## src/rtl/bcd_scroll_pkg.sv

```systemverilog
// bcd_scroll_pkg
// Shared types and constants for the BCD scroll register and its prescaler.
//   mode_t   : shift mode as driven on the 2-bit mode port
//   digit_t  : one packed BCD digit
//   BCD_MAX  : largest legal BCD digit value
//   bcd_valid: true when a digit is a legal BCD value
package bcd_scroll_pkg;

    typedef enum logic [1:0] {
        MODE_HOLD     = 2'b00,
        MODE_ROT_L    = 2'b01,
        MODE_ROT_R    = 2'b10,
        MODE_SHIFT_IN = 2'b11
    } mode_t;

    typedef logic [3:0] digit_t;

    localparam digit_t BCD_MAX = 4'd9;

    function automatic logic bcd_valid(input digit_t d);
        return (d <= BCD_MAX);
    endfunction

endpackage

```

## src/rtl/bcd_tick_prescaler.sv

```systemverilog
// bcd_tick_prescaler
// Counts enabled cycles and fires once every DIV of them. The count is frozen
// while en is low and forced to zero by clear. Also used by the display scan.
// Ports:
//   clk, rst_n : clock, asynchronous active-low reset
//   en         : advance the count this cycle
//   clear      : return the count to zero (wins over en, suppresses fire)
//   fire       : combinational; high in the cycle whose edge completes a period
module bcd_tick_prescaler #(
    parameter int DIV = 1
) (
    input  logic clk,
    input  logic rst_n,
    input  logic en,
    input  logic clear,
    output logic fire
);

    localparam int CW = (DIV > 1) ? $clog2(DIV) : 1;
    localparam logic [CW-1:0] TERM = CW'(DIV - 1);

    logic [CW-1:0] cnt_q, cnt_d;
    logic          term;

    always_comb begin
        term  = (cnt_q == TERM);
        fire  = en && !clear && term;
        cnt_d = cnt_q;
        if (clear) begin
            cnt_d = '0;
        end else if (en) begin
            cnt_d = term ? '0 : cnt_q + 1'b1;
        end
    end

    always_ff @(posedge clk or negedge rst_n) begin
        if (!rst_n) begin
            cnt_q <= '0;
        end else begin
            cnt_q <= cnt_d;
        end
    end

endmodule

```

## src/rtl/bcd_scroll_register.sv

```systemverilog
// bcd_scroll_register
// NDIG-digit BCD register feeding the scrolling seven-segment path. Supports
// parallel load, rotate left/right and serial shift-in, paced by a prescaler
// so one shift happens every DIV enabled cycles.
// Build option: define BCD_CHECK_EN to replace non-BCD digits captured from
// load_data or ser_in with 0 and pulse err; otherwise values pass unchanged
// and err is held at 0.
// Ports:
//   clk, rst_n : clock, asynchronous active-low reset
//   load       : parallel load strobe (wins over a shift on the same edge)
//   load_data  : parallel image, digit i at bits [4i+3:4i]
//   mode       : 00 hold, 01 rotate left, 10 rotate right, 11 shift-in left
//   en         : prescaler advance enable
//   ser_in     : digit entering position 0 in shift-in mode
//   digits     : register contents
//   tick       : registered pulse alongside each shift's new contents
//   wrap       : registered pulse when the NDIG-th same-mode shift lands
//   err        : registered pulse when a non-BCD digit was replaced
module bcd_scroll_register
    import bcd_scroll_pkg::*;
#(
    parameter int                NDIG = 6,
    parameter int                DIV  = 1,
    parameter logic [4*NDIG-1:0] INIT = '0
) (
    input  logic              clk,
    input  logic              rst_n,
    input  logic              load,
    input  logic [4*NDIG-1:0] load_data,
    input  logic [1:0]        mode,
    input  logic              en,
    input  logic [3:0]        ser_in,
    output logic [4*NDIG-1:0] digits,
    output logic              tick,
    output logic              wrap,
    output logic              err
);

    // Wide enough to hold NDIG transiently before it folds back to 0.
    localparam int SW = $clog2(NDIG + 1);

    mode_t               mode_e;
    logic                fire;
    digit_t [NDIG-1:0]   digits_q, digits_d;
    digit_t [NDIG-1:0]   load_img;
    digit_t              ser_digit;
    logic   [SW-1:0]     step_q, step_d, step_next;
    mode_t               last_mode_q, last_mode_d;
    logic                tick_q, tick_d;
    logic                wrap_q, wrap_d;

    assign mode_e = mode_t'(mode);

    bcd_tick_prescaler #(
        .DIV (DIV)
    ) u_prescaler (
        .clk   (clk),
        .rst_n (rst_n),
        .en    (en && (mode_e != MODE_HOLD)),
        .clear (load),
        .fire  (fire)
    );

`ifdef BCD_CHECK_EN
    logic load_bad;
    logic ser_ok;
    logic err_q, err_d;

    always_comb begin
        load_img = '0;
        load_bad = 1'b0;
        for (int i = 0; i < NDIG; i++) begin
            if (bcd_valid(load_data[4*i +: 4])) begin
                load_img[i] = load_data[4*i +: 4];
            end else begin
                load_img[i] = '0;
                load_bad    = 1'b1;
            end
        end
        ser_ok    = bcd_valid(ser_in);
        ser_digit = ser_ok ? ser_in : '0;
        // err follows whatever was actually captured on this edge.
        if (load) begin
            err_d = load_bad;
        end else begin
            err_d = fire && (mode_e == MODE_SHIFT_IN) && !ser_ok;
        end
    end

    always_ff @(posedge clk or negedge rst_n) begin
        if (!rst_n) begin
            err_q <= 1'b0;
        end else begin
            err_q <= err_d;
        end
    end

    assign err = err_q;
`else
    assign load_img  = load_data;
    assign ser_digit = ser_in;
    assign err       = 1'b0;
`endif

    always_comb begin
        digits_d    = digits_q;
        step_d      = step_q;
        last_mode_d = last_mode_q;
        tick_d      = 1'b0;
        wrap_d      = 1'b0;
        // A shift in a new mode starts a fresh revolution and counts as one.
        step_next   = (mode_e == last_mode_q) ? step_q + 1'b1 : SW'(1);

        if (load) begin
            digits_d = load_img;
            step_d   = '0;
        end else if (fire) begin
            case (mode_e)
                MODE_ROT_L:    digits_d = {digits_q[NDIG-2:0], digits_q[NDIG-1]};
                MODE_ROT_R:    digits_d = {digits_q[0], digits_q[NDIG-1:1]};
                MODE_SHIFT_IN: digits_d = {digits_q[NDIG-2:0], ser_digit};
                default:       digits_d = digits_q;
            endcase
            tick_d      = 1'b1;
            last_mode_d = mode_e;
            if (step_next == SW'(NDIG)) begin
                wrap_d = 1'b1;
                step_d = '0;
            end else begin
                step_d = step_next;
            end
        end
    end

    always_ff @(posedge clk or negedge rst_n) begin
        if (!rst_n) begin
            digits_q    <= INIT;
            step_q      <= '0;
            last_mode_q <= MODE_ROT_L;
            tick_q      <= 1'b0;
            wrap_q      <= 1'b0;
        end else begin
            digits_q    <= digits_d;
            step_q      <= step_d;
            last_mode_q <= last_mode_d;
            tick_q      <= tick_d;
            wrap_q      <= wrap_d;
        end
    end

    assign digits = digits_q;
    assign tick   = tick_q;
    assign wrap   = wrap_q;

endmodule

```

## config.mk

```make
export PLATFORM = sky130hd
export DESIGN_NAME = bcd_scroll_register
export DESIGN_NICKNAME = d
export VERILOG_FILES = /design/src/rtl/bcd_scroll_pkg.sv /design/src/rtl/bcd_tick_prescaler.sv /design/src/rtl/bcd_scroll_register.sv
export SDC_FILE = /design/constraint.sdc
export NUM_CORES = 1
export LEC_CHECK = 0
export CORE_ASPECT_RATIO = 0.5
export CORE_MARGIN = 5
export CORE_UTILIZATION = 46
export CTS_CLUSTER_DIAMETER = 120
export DETAILED_ROUTE_END_ITERATION = 10
export PLACE_DENSITY = 0.89
export SLEW_MARGIN = 20
export SYNTH_ARGS = -nofsm -noshare
export SYNTH_HDL_FRONTEND = slang
export SYNTH_SLANG_ARGS = --single-unit
export TNS_END_PERCENT = 30
```

## constraint.sdc

```tcl
create_clock -name clk -period 1.4 [get_ports clk]
set_input_delay 0.28 -clock clk [delete_from_list [all_inputs] [get_ports clk]]
set_output_delay 0.28 -clock clk [all_outputs]
set_load 0.005 [all_outputs]
```

==> out/summary.txt <==
# setup viols final: 0
top cells by area, synth: dfrtp_1 (40%), o221ai_2 (16%), a22oi_1 (9.6%), inv_1 (5.4%), nand2_1 (5.4%)
vias in the first global route: 1936
via count: 1898
# diodes: 0
clock root buffer: clkbuf_8
initial antenna violation count: 0
Reg2Reg Launch Point: step_q[0]
crit share post-route: 97.8%
Clk network pwr share: 26.1%
synth warn: 0
min cycle time layout: 1370 ps
Syn Nets: 219
PwrDens: 920 nW/um2
cell taking the most area after synthesis: dfrtp_1
first-pass GRT wire length: 10200 um
die area: 5520 um2
Combinational Power Share: 32.8%
max-slew violations: 0
Hold Buf Count CTS: 0
# clock sinks: 31
Sw Share: 32.1%
fill count: 243
DRC Markers: 0
htree depth: 2
drt total wl: 6470 um
Detailed Routing Iterations Pass 1: 5
#FFs+latches synth: 31
start point of the critical path: mode[1]
CTS max path bufs: 2
Cell Area, Synth: 1870 um2
placed wire-length estimate: 4110 um
internal power: 1.80 mW
total grt overflow: 0
DIE WIDTH: 100 um
Psw: 0.855 mW
io pins: 61
Vias/cell: 5.80
Critical Path End Type: register
CTS tree: yes
fraction of layout cells with a size suffix above 1: 29.7%
Rows: 16
status: finished clean
final clock skew: 6.51 ps
Area Growth Syn to Fin: 54.6%
reg2reg path depth: 4
Lkg Pwr: 1.36 nW
routed len/inst: 19.8 um
Cells after Synth: 181
largest net degree at the start of global routing: 32
nets@finish: 310
Post-Syn Area per Cell: 10.3 um2
Hold Crit Class: input port to async pin
worst-path fanout max: 6
crit path kind: input port to register
Inserted Clock Buffers: 5
Placer Congestion: 0.809
initial core utilization: 47.9%
CP required: 1610 ps
Die H: 55.1 um
Max IR drop VDD: 0.529 mV
Power Total: 2.66 mW
Cell variety after synth: 29
initial DRC count: 204
Synth top area share: 40.2%
CP Data Arrival Time: 1580 ps
Reg clk slew, reported paths: 70 ps
PortBufs: 59
maxcap violations: 0
CORE AREA: 3900 um2
Seq/Total Area, Yosys: 41.6%
fin util: 74.0%
RSZ-0062 raised after global routing: true
Seq pwr share: 41.1%
type of origin of the critical path: input port
Final Hold Vio Count: 0
total track usage: 24.7%
clk_lat worst skew: 290 ps
Fmax achieved: 0.730 GHz
post-route ant nets: 0
## metal layers
metal	share of wire [%]	vias to the layer above	global-route usage, %
met5	0	-	0
met4	3.4	0	12.5
met3	8.1	24	6.38
met2	50	109	45.0
met1	39	927	27.8
li1	-	838	-
## through the flow
step	cells	hold WS, ps	area, um2	TNS, ps	setup WS, ps
after floorplan	181	-15.6	1880	0	10.4
after global placement	306	496	2690	-14960	-540
after detailed placement	306	514	2690	-16970	-654
after CTS	327	347	2870	0	4.33
after global routing	327	344	2890	-0.977	-0.977
final	327	348	2890	0	30.4
## final timing paths
path                                  end  slack [ps]
setup / recovery               digits[18]          30
hold / removal                 digits[10]         350
setup reg to reg                step_q[2]         140
hold reg to reg                 step_q[1]         530
max in group asynchronous  last_mode_q[0]         810
min in group clk           last_mode_q[1]         360
## cell usage in the layout, fill, tap and decap left out, drive strengths merged, types with 2 or more instances in the layout
master,count
a21oi,2
a22oi,24
buf,40
clkbuf,7
clkdlybuf4s50,30
clkinv,2
dfrtp,30
dlygate4sd2,25
dlymetal6s2s,2
ha,4
inv,27
nand2,27
nand2b,2
nand3b,2
o21ai,6
o221ai,24
o31a,5
xnor2,3
## cell families after synthesis
group / synth area share, %
compound gates: 34.5
xor+xnor: 1.41
fa+ha+maj: 2.68
buf+inv: 10.3
flops: 41.6
other cells: 0.201
simple gates: 9.30
## critical path: stages
cell and delay, ps:
buf_2 100, inv_2 50, ha_2 180, nand2b_4 150
or2_4 240, clkinv_4 50, o21ai_4 110, buf_6 160
buf_4 130, o221ai_2 130
## what timing repair did
item / in CTS / in global routing
buffers inserted: 12 / 0
gates cloned: 1 / 0
endpoints found under the setup margin: 54 / 5
pin swaps: 1 / 0
gates resized for setup: 42 / 4
## state kept, by name, indices dropped and copies added, names as in the netlist
register and cells:
wrap 1, step_q 3, tick 1, last_mode_q 2, digits 24
## power groups by stage
stage          Clock [mW]  Sequential (mW)  Combinational (mW)
3_3_place_gp            0             1.11               0.785
2_1_floorplan           0             1.10               0.379
3_5_place_dp            0             1.12               0.815
5_1_grt             0.741             1.11               0.935
6_report            0.694             1.09               0.871
4_1_cts             0.696             1.08               0.842
## synth_stat cells
library cell / number
buf_4: 5
o31a_1: 5
a21oi_1: 2
dfrtp_1: 30
o221ai_1: 4
clkbuf_1: 7
clkinv_2: 1
nand2_1: 27
or2_4: 1
a22oi_1: 24
xnor2_1: 3
dfstp_2: 1
o31ai_1: 1
o221ai_2: 20
nor2b_1: 1
nor2_1: 1
nand3b_1: 2
buf_6: 2
nand2b_1: 1
nand2b_4: 1
inv_1: 27
conb_1: 1
o21ai_4: 1
ha_1: 4
o21ai_0: 5
o2111ai_1: 1
and4bb_2: 1
o21bai_4: 1
nor4_1: 1
## final cells by class
type	count	area [um2]	share of cell area, %
well taps	54	67.6	2.34
inverters	28	110	3.81
repair buffers	98	933	32.3
flip-flops and latches	31	777	26.9
clock buffers	7	76.3	2.64
clock inverters	1	5.00	0.173
multi-input cells	108	920	31.8
No activity file was read; power rests on OpenSTA's default activity.
